$ cat config.mk
export PLATFORM = sky130hd
export DESIGN_NAME = shifter_pipe_flat
export DESIGN_NICKNAME = d
export VERILOG_FILES = /design/src/rtl/shifter_pipe_if.sv /design/src/rtl/shifter_pipe.sv /design/src/flat_wrapper.sv
export SDC_FILE = /design/constraint.sdc
export NUM_CORES = 1
export LEC_CHECK = 0
export CELL_PAD_IN_SITES_DETAIL_PLACEMENT = 0
export CELL_PAD_IN_SITES_GLOBAL_PLACEMENT = 1
export CORE_ASPECT_RATIO = 0.9
export CORE_MARGIN = 2
export CORE_UTILIZATION = 49
export DETAILED_ROUTE_END_ITERATION = 7
export DONT_BUFFER_PORTS = 1
export GPL_ROUTABILITY_DRIVEN = 1
export PLACE_DENSITY_LB_ADDON = 0.15
export SLEW_MARGIN = 20
export SYNTH_ARGS = -nofsm -noshare
export SYNTH_HDL_FRONTEND = slang
export SYNTH_SLANG_ARGS = --single-unit
$ cat constraint.sdc
create_clock -name clk -period 2.01 [get_ports clk]
set_clock_uncertainty 0.1 [all_clocks]
set_input_delay 0.5025 -clock clk [delete_from_list [all_inputs] [get_ports clk]]
set_output_delay 0.5025 -clock clk [all_outputs]
set_load 0.02 [all_outputs]
$ cat src/rtl/shifter_pipe_if.sv
// Operand/result bundle for shifter_pipe: flush, the request side (in_*) and the result side (out_*).
// The design's ports use the slave modport; a producer/consumer pair drives it through master.
interface shifter_pipe_if #(
    parameter int WIDTH = 16
);
    localparam int CNT_W = $clog2(WIDTH);

    logic             flush;
    logic             in_valid;
    logic             in_ready;
    logic [WIDTH-1:0] in_data;
    logic [CNT_W-1:0] in_cnt;
    logic [1:0]       in_op;
    logic             out_valid;
    logic             out_ready;
    logic [WIDTH-1:0] out_data;

    modport master (
        output flush, in_valid, in_data, in_cnt, in_op, out_ready,
        input  in_ready, out_valid, out_data
    );

    modport slave (
        input  flush, in_valid, in_data, in_cnt, in_op, out_ready,
        output in_ready, out_valid, out_data
    );
endinterface

$ cat src/rtl/shifter_pipe.sv
// Pipelined rotate/shift unit: log2(WIDTH) barrel levels, one register stage per REG_EVERY levels.
// Latency: result visible STAGES-1 edges after the accepting edge; 1 op/cycle when out_ready stays high.
// Backpressure: per-stage valid/ready, bubbles collapse; out_ready reaches in_ready combinationally. SHIFTER_PIPE_SRA_EN makes op 11 arithmetic.
module shifter_pipe #(
    parameter int WIDTH     = 16,
    parameter int REG_EVERY = 2
) (
    input  logic          clk,
    input  logic          rst_n,
    shifter_pipe_if.slave bus
);
    localparam int LEVELS = $clog2(WIDTH);
    localparam int CNT_W  = LEVELS;
    localparam int STAGES = (LEVELS + REG_EVERY - 1) / REG_EVERY;

    typedef enum logic [1:0] {
        OP_ROL = 2'b00,
        OP_SLL = 2'b01,
        OP_ROR = 2'b10,
        OP_SRL = 2'b11
    } op_e;

    typedef struct packed {
        logic [WIDTH-1:0] dat;
        logic [CNT_W-1:0] cnt;
        op_e              op;
`ifdef SHIFTER_PIPE_SRA_EN
        logic             sign;
`endif
    } stage_t;

    // One barrel level: shift/rotate by sh (a power of two, 1..WIDTH/2).
    function automatic logic [WIDTH-1:0] shift_lvl(input logic [WIDTH-1:0] d,
                                                   input op_e              op,
                                                   input logic             fill,
                                                   input int               sh);
        logic [WIDTH-1:0] r;
        case (op)
            OP_ROL:  r = (d << sh) | (d >> (WIDTH - sh));
            OP_SLL:  r = d << sh;
            OP_ROR:  r = (d >> sh) | (d << (WIDTH - sh));
            default: r = (d >> sh) | (fill ? ~({WIDTH{1'b1}} >> sh) : '0);
        endcase
        return r;
    endfunction

    stage_t            stage_q [STAGES];
    stage_t            stage_d [STAGES];
    stage_t            src     [STAGES];
    logic [STAGES-1:0] vld_q;
    logic [STAGES-1:0] vld_d;
    logic [STAGES-1:0] src_vld;
    logic [STAGES-1:0] adv;
    logic              in_rdy;

    always_comb begin
        adv[STAGES-1] = !vld_q[STAGES-1] || bus.out_ready;
        for (int k = STAGES - 2; k >= 0; k--) begin
            adv[k] = !vld_q[k] || adv[k+1];
        end
    end

    assign in_rdy = adv[0] && !bus.flush;

    always_comb begin
        src[0].dat = bus.in_data;
        src[0].cnt = bus.in_cnt;
        src[0].op  = op_e'(bus.in_op);
`ifdef SHIFTER_PIPE_SRA_EN
        src[0].sign = bus.in_data[WIDTH-1];
`endif
        src_vld[0] = bus.in_valid && in_rdy;
        for (int k = 1; k < STAGES; k++) begin
            src[k]     = stage_q[k-1];
            src_vld[k] = vld_q[k-1];
        end
    end

    always_comb begin
        stage_t cur;
        logic   fill;
        for (int k = 0; k < STAGES; k++) begin
            stage_d[k] = stage_q[k];
            vld_d[k]   = vld_q[k];
            cur        = src[k];
`ifdef SHIFTER_PIPE_SRA_EN
            fill = cur.sign;
`else
            fill = 1'b0;
`endif
            // Stage k owns levels k*REG_EVERY .. (k+1)*REG_EVERY-1; the cnt travels whole.
            for (int l = 0; l < LEVELS; l++) begin
                if ((l / REG_EVERY) == k && cur.cnt[l]) begin
                    cur.dat = shift_lvl(cur.dat, cur.op, fill, 1 << l);
                end
            end
            if (bus.flush) begin
                vld_d[k] = 1'b0;
            end else if (adv[k]) begin
                vld_d[k]   = src_vld[k];
                stage_d[k] = cur;
            end
        end
    end

    always_ff @(posedge clk or negedge rst_n) begin
        if (!rst_n) begin
            vld_q   <= '0;
            stage_q <= '{default: '0};
        end else begin
            vld_q   <= vld_d;
            stage_q <= stage_d;
        end
    end

    assign bus.in_ready  = in_rdy;
    assign bus.out_valid = vld_q[STAGES-1];
    assign bus.out_data  = stage_q[STAGES-1].dat;

    // Only the data of the last stage leaves the block.
    logic unused_tail;
    assign unused_tail = ^stage_q[STAGES-1];
endmodule
$ cat src/flat_wrapper.sv
// flat-port wrapper written by rule: the top's interface ports become plain ports
module shifter_pipe_flat 
#(
    parameter int WIDTH     = 16,
    parameter int REG_EVERY = 2
)
  (clk, rst_n, bus_flush, bus_in_valid, bus_in_data, bus_in_cnt, bus_in_op, bus_out_ready, bus_in_ready, bus_out_valid, bus_out_data);
  shifter_pipe_if #(.WIDTH(WIDTH)) bus_i ();
  input  logic clk;
  input  logic rst_n;
  input wire logic [$bits(bus_i.flush)-1:0] bus_flush;
  input wire logic [$bits(bus_i.in_valid)-1:0] bus_in_valid;
  input wire logic [$bits(bus_i.in_data)-1:0] bus_in_data;
  input wire logic [$bits(bus_i.in_cnt)-1:0] bus_in_cnt;
  input wire logic [$bits(bus_i.in_op)-1:0] bus_in_op;
  input wire logic [$bits(bus_i.out_ready)-1:0] bus_out_ready;
  output wire logic [$bits(bus_i.in_ready)-1:0] bus_in_ready;
  output wire logic [$bits(bus_i.out_valid)-1:0] bus_out_valid;
  output wire logic [$bits(bus_i.out_data)-1:0] bus_out_data;
  assign bus_i.flush = bus_flush;
  assign bus_i.in_valid = bus_in_valid;
  assign bus_i.in_data = bus_in_data;
  assign bus_i.in_cnt = bus_in_cnt;
  assign bus_i.in_op = bus_in_op;
  assign bus_i.out_ready = bus_out_ready;
  assign bus_in_ready = bus_i.in_ready;
  assign bus_out_valid = bus_i.out_valid;
  assign bus_out_data = bus_i.out_data;
  shifter_pipe #(.WIDTH(WIDTH), .REG_EVERY(REG_EVERY)) u_core (.clk(clk), .rst_n(rst_n), .bus(bus_i));
endmodule
==> run_results.csv, run 1 <==
group,metric,value,unit
status,outcome,"finished clean",
setup_path,worstSetupPathType,"reg -> out",
sta,hold_ws,175,ps
yosys,synthCells,319,
yosys,synth_edf_count,0,
clocking,cts_root_buffer,"clkbuf_8",
finish,fin_util,52.5,%
sta,hold_violations,0,
setup_path,cp_slowest_cell,"nor2b_1",
sta,setup_ws,122,ps
global_route,grt_first_pass_wirelength,11100,um
placed_design,preCtsSetupSlack,275,ps
detailed_routing,detail_route.wirelength,6440,um
yosys,ys_types,35,
setup_path,worstPathArrival,1290,ps
power_and_ir_drop,p_per_area,730,nW/um^2
detailed_routing,via_per_inst,6.14,
flow_run,maxCapViolations,0,
detailed_routing,ant_nets,0,
global_route,busiest_layer,"met2",
placed_design,dp_hpwl,4440,um
floorplan,dieHeight,76.6,um
finish,syn2layout_area_growth,3.58,%
finish,regArea,951,sq um
sta,rsz0062_at_grt,"false",
clocking,cts_buffers,5,
floorplan,rows,26,
finish,nets,333,
yosys,yosysSeqAreaShare,33.1,%
clocking,cts_sinks,38,
setup_path,worstPathRequired,1410,ps
detailed_routing,drt_iter0_markers,140,
floorplan,initial_utilization,50.7,%
sta,finalCritPeriodShare,93.9,%
global_route,antenna_found_initial,0,
sta,worstMarginPinSlew,423,ps
floorplan,core,5660,sq um
clocking,clk_pin_slew,70,ps
finish,fin_cells,377,
yosys,netlist.area_leader.share,33.1,%
sta,setup_violations,0,
clocking,clock_path_buffers,2,
setup_path,path_max_fanout,38,
detailed_routing,vias,2313,
sta,maxSlewHeadroom,71.8,%
global_route,grt_util_all_layers,21.0,%
detailed_routing,drc,0,
min_path,worst_hold_path_type,"in -> reg",
clocking,clkLatencyLatePin,280,ps
power_and_ir_drop,peakVddDrop,0.375,mV
finish,fillers,543,
placed_design,gp_congestion,0.775,
floorplan,io_pins,45,
power_and_ir_drop,p_leak,1.23,nW
setup_path,start_kind,"flip-flop",
placed_design,dp_cells,367,
global_route,grt_use_met2,31.8,%
setup_path,cpPeakStageDelay,360,ps
yosys,synth_common_cells,"nor2_1, dfrtp_1, mux2i_1",
yosys,synth_top_area_cell,"dfrtp_1",
clocking,ctsHoldBuffers,2,
yosys,synth_area,2870,sq um
setup_path,end_kind,"primary output",
finish,diodes,0,
yosys,synth.most_common_cell,"nor2_1",
global_route,grt_max_degree,57,
yosys,ys_ff_latch,38,
global_route,grt-ovfl-total,0,
sta,slew_violations,0,
sta,clock.fmax,0.530,GHz
global_route,grt_util_met3,4.33,%
yosys,synth-async-reset-ratio,100,%
placed_design,numPortBuffers,0,
finish,multiInputGateArea,1720,sq um
yosys,ys_warn_count,0,
detailed_routing,first_pass_iters,6,
clocking,htreeDepth,2,
global_route,grt_pass1_vias,2186,
floorplan,fp.dieW,84.7,um
yosys,syn_area_per_cell,8.99,sq um
yosys,synthFlopType,"dfrtp_1",
floorplan,die_area,6480,sq um
finish,drive_gt1_share,14.0,%
clocking,post_cts.repair.setup_buffers,0,
yosys,synth.area.top_cells,"dfrtp_1, mux2i_1, nor2_1",
global_route,met1_usage,31.1,%
sta,fin_crit,1890,ps
setup_path,cp_cell_sequence,"nor2b_1, a21oi_4, buf_12",
clocking,cts_resized,0,
yosys,syn_nets,346,
detailed_routing,wl_per_cell,17.1,um
clocking,cts_tree,"built",
sta,tns,0,ps
stage by stage:
stage | power (mW) | area (sq um)
after global routing | 2.32 | 2970
after global placement | 1.62 | 2850
after CTS | 2.20 | 2970
after detailed placement | 1.63 | 2850
final | 2.17 | 2970
after floorplan | 1.57 | 2870
path summary, 6_finish.rpt:
| kind | start | to | slack [ps] | cells after the start |
|---|---|---|---|---|
| max | u_core.vld_q[1] | bus_in_ready | 120 | 3 |
| min | bus_flush | u_core.vld_q[0] | 180 | 1 |
| max reg2reg | u_core.src[1] | u_core.bus.out_data[1] | 420 | 5 |
| min reg2reg | u_core.src[18] | u_core.src[18] | 480 | 2 |
| max in group asynchronous | rst_n | u_core.bus.out_data[0] | 1030 | 2 |
| min in group asynchronous | rst_n | u_core.bus.out_data[10] | 580 | 2 |
state kept, by name, summed over array words and instances (netlist names):
register,count
u_core.vld_q,2
u_core.bus.out_data,16
u_core.src,20
cells in the final DEF, fill, tap and decap left out, types with 3 or more instances in the layout:
cell type,instances
a31oi_1,21
nand3b_1,5
mux2_2,7
a211o_1,13
nand3_1,4
inv_1,6
or2_2,4
a32oi_1,4
nand2b_1,6
buf_12,3
nand2_1,22
a22oi_1,9
mux2i_1,28
o311ai_2,3
buf_4,4
mux4_2,10
nor2_1,63
clkbuf_8,6
o21ai_0,3
dfrtp_1,38
a21oi_1,26
worst max-delay path, delay by kind of cell (launching register included):
| family | cells | cell delay (ps) |
|---|---|---|
| simple gates | 1 | 360 |
| buf+inv | 1 | 190 |
| flops | 1 | 340 |
| compound gates | 1 | 110 |
cell families (layout without fill, tap and decap cells):
logic type             Yosys count  in the layout  synth area share, %
AOI/OAI and AO/OA               92             92                 22.5
buffers and inverters           35             23                 7.54
DFF                             38             38                 33.1
muxes                           45             45                 20.4
and+or+nand+nor                109            109                 16.5
routing by layer:
layer,up-vias,wire length (um)
li1,1146,-
met1,1116,2910
met2,49,3150
met3,2,349
met4,0,27
met5,-,0
final cells by class:
class / instances / area share [%]
repair buffers: 8 / 3.37
clock inverters: 1 / 0.168
flip-flops and latches: 38 / 32.0
clock buffers: 7 / 2.91
well taps: 70 / 2.95
inverters: 7 / 0.884
multi-input cells: 246 / 57.7
power breakdown:
part | internal [mW] | total, mW | switching [mW]
combinational | 0.278 | 0.554 | 0.276
sequential | 0.884 | 1.08 | 0.194
clock | 0.277 | 0.537 | 0.260
total | 1.44 | 2.17 | 0.731
Power figures use the tool's default switching activity.
==> inputs of run 2 (changes only) <==
--- a/config.mk
+++ b/config.mk
@@ -9,7 +9,7 @@
 export CELL_PAD_IN_SITES_GLOBAL_PLACEMENT = 1
 export CORE_ASPECT_RATIO = 0.9
 export CORE_MARGIN = 2
-export CORE_UTILIZATION = 49
+export CORE_UTILIZATION = 44
 export DETAILED_ROUTE_END_ITERATION = 7
 export DONT_BUFFER_PORTS = 1
 export GPL_ROUTABILITY_DRIVEN = 1
==> constraint.sdc (replaced) <==
create_clock -name clk -period 1.71 [get_ports clk]
set_clock_uncertainty 0.1 [all_clocks]
set_input_delay 0.4275 -clock clk [delete_from_list [all_inputs] [get_ports clk]]
set_output_delay 0.4275 -clock clk [all_outputs]
set_load 0.02 [all_outputs]
==> run_results.csv, run 2 (same netlist as run 1, synthesis figures left out) <==
group,metric,value,unit
setup_path,worstPathArrival,1170,ps
floorplan,dieHeight,80.6,um
sta,hold_violations,0,
global_route,grt_pass1_vias,2303,
setup_path,critPathBufInv,0,
detailed_routing,first_pass_iters,4,
sta,slew_violations,0,
sta,setup_violations,0,
finish,syn2layout_area_growth,7.24,%
finish,fin_cells,402,
setup_path,critPathTopFamily,"flip-flops",
floorplan,io_pins,45,
power_and_ir_drop,p_leak,1.27,nW
setup_path,end_kind,"primary output",
placed_design,gp_congestion,0.773,
floorplan,fp.dieW,89.1,um
status,outcome,"finished clean",
setup_path,path_max_fanout,7,
min_path,worst_hold_path_type,"in -> reg",
floorplan,initial_utilization,46.2,%
finish,mostFrequentLayoutCell,"nor2_1",
floorplan,core,6220,sq um
placed_design,dp_hpwl,4740,um
floorplan,die_area,7180,sq um
clocking,clk_pin_slew,70,ps
sta,hold_ws,101,ps
clocking,cts_buffers,5,
finish,largest_register_ffs,20,
detailed_routing,ant_nets,0,
global_route,grt_max_degree,57,
clocking,clock_path_buffers,2,
placed_design,place_area,2930,sq um
clocking,clkLatencyLatePin,280,ps
clocking,htreeDepth,2,
setup_path,cp_cell_sequence,"a21oi_4",
sta,clock.fmax,0.589,GHz
global_route,grt-ovfl-total,0,
placed_design,dp_cells,390,
setup_path,cpPeakStageDelay,490,ps
global_route,grt_util_all_layers,21.1,%
sta,worstMarginPinSlew,528,ps
clocking,cts_root_buffer,"clkbuf_8",
sta,maxSlewHeadroom,64.4,%
global_route,grt_first_pass_wirelength,11700,um
detailed_routing,wl_per_cell,17.5,um
detailed_routing,via_per_inst,5.99,
global_route,antenna_found_initial,0,
power_and_ir_drop,p_per_area,825,nW/um^2
detailed_routing,detail_route.wirelength,7030,um
detailed_routing,drc,0,
floorplan,rows,27,
finish,stdcell_area,3080,sq um
setup_path,worstSetupPathType,"reg -> out",
detailed_routing,drt_iter0_markers,99,
power_and_ir_drop,peakVddDrop,0.431,mV
finish,final_cell_mix,"nor2_1, dfrtp_1, mux2i_1",
flow_run,maxCapViolations,0,
power_and_ir_drop,power,2.54,mW
setup_path,regToRegSetupSlack,170,ps
setup_path,cp_slowest_cell,"dfrtp_2",
sta,rsz0062_at_grt,"true",
finish,nets,342,
finish,diodes,0,
detailed_routing,vias,2408,
sta,fin_crit,1700,ps
setup_path,worstPathRequired,1180,ps
setup_path,start_kind,"flip-flop",
placed_design,numPortBuffers,0,
clocking,cts_tree,"built",
finish,drive_gt1_share,16.5,%
sta,finalCritPeriodShare,99.4,%
clocking,cts_sinks,38,
[run 2: metrics by stage]
step / util [%] / setup TNS [ps] / setup slack, ps
after floorplan: - / 0 / 14.6
after global placement: 47.1 / -571 / -104
after detailed placement: 47.1 / -717 / -111
after CTS: 49.4 / 0 / 2.09
after global routing: 49.5 / -51.0 / -51.0
final: 49.5 / 0 / 10.8
[run 2: power by group]
| group | internal [mW] | switching, mW | total, mW |
|---|---|---|---|
| clock | 0.281 | 0.302 | 0.583 |
| combinational | 0.345 | 0.338 | 0.683 |
| sequential | 1.04 | 0.235 | 1.27 |
[run 2: worst paths after layout]
check                           startpoint  cells past startpoint                 endpoint
max in group asynchronous            rst_n                      2          u_core.vld_q[0]
min in group asynchronous            rst_n                      2  u_core.bus.out_data[10]
min                              bus_flush                      1          u_core.vld_q[1]
max                        u_core.vld_q[0]                      1             bus_in_ready
min reg2reg                 u_core.src[18]                      2           u_core.src[18]
max reg2reg                u_core.vld_q[1]                      5           u_core.src[18]
[run 2: layer usage]
metal	track usage, %	up-vias	wire [um]
met5	0	-	0
met4	3.73	0	44
met3	3.60	8	249
met2	32.2	46	3340
met1	31.5	1186	3400
li1	-	1168	-
[run 2: what timing repair did]
action | in CTS | in global routing
setup endpoints to repair | 15 | 7
buffers inserted | 1 | 0
hold buffers | 2 | 0
cloned | 2 | 0
pin swaps | 1 | 0
hold endpoints to repair | 38 | 0
gates resized for setup | 3 | 1
[run 2: cell type report]
cell class / count / area [sq um]
timing repair buffer: 15 / 165
tap: 87 / 109
sequential: 38 / 952
clock buffer: 7 / 76.3
multi-input combinational: 248 / 1750
fill: 626 / 3140
inverter: 7 / 26.3
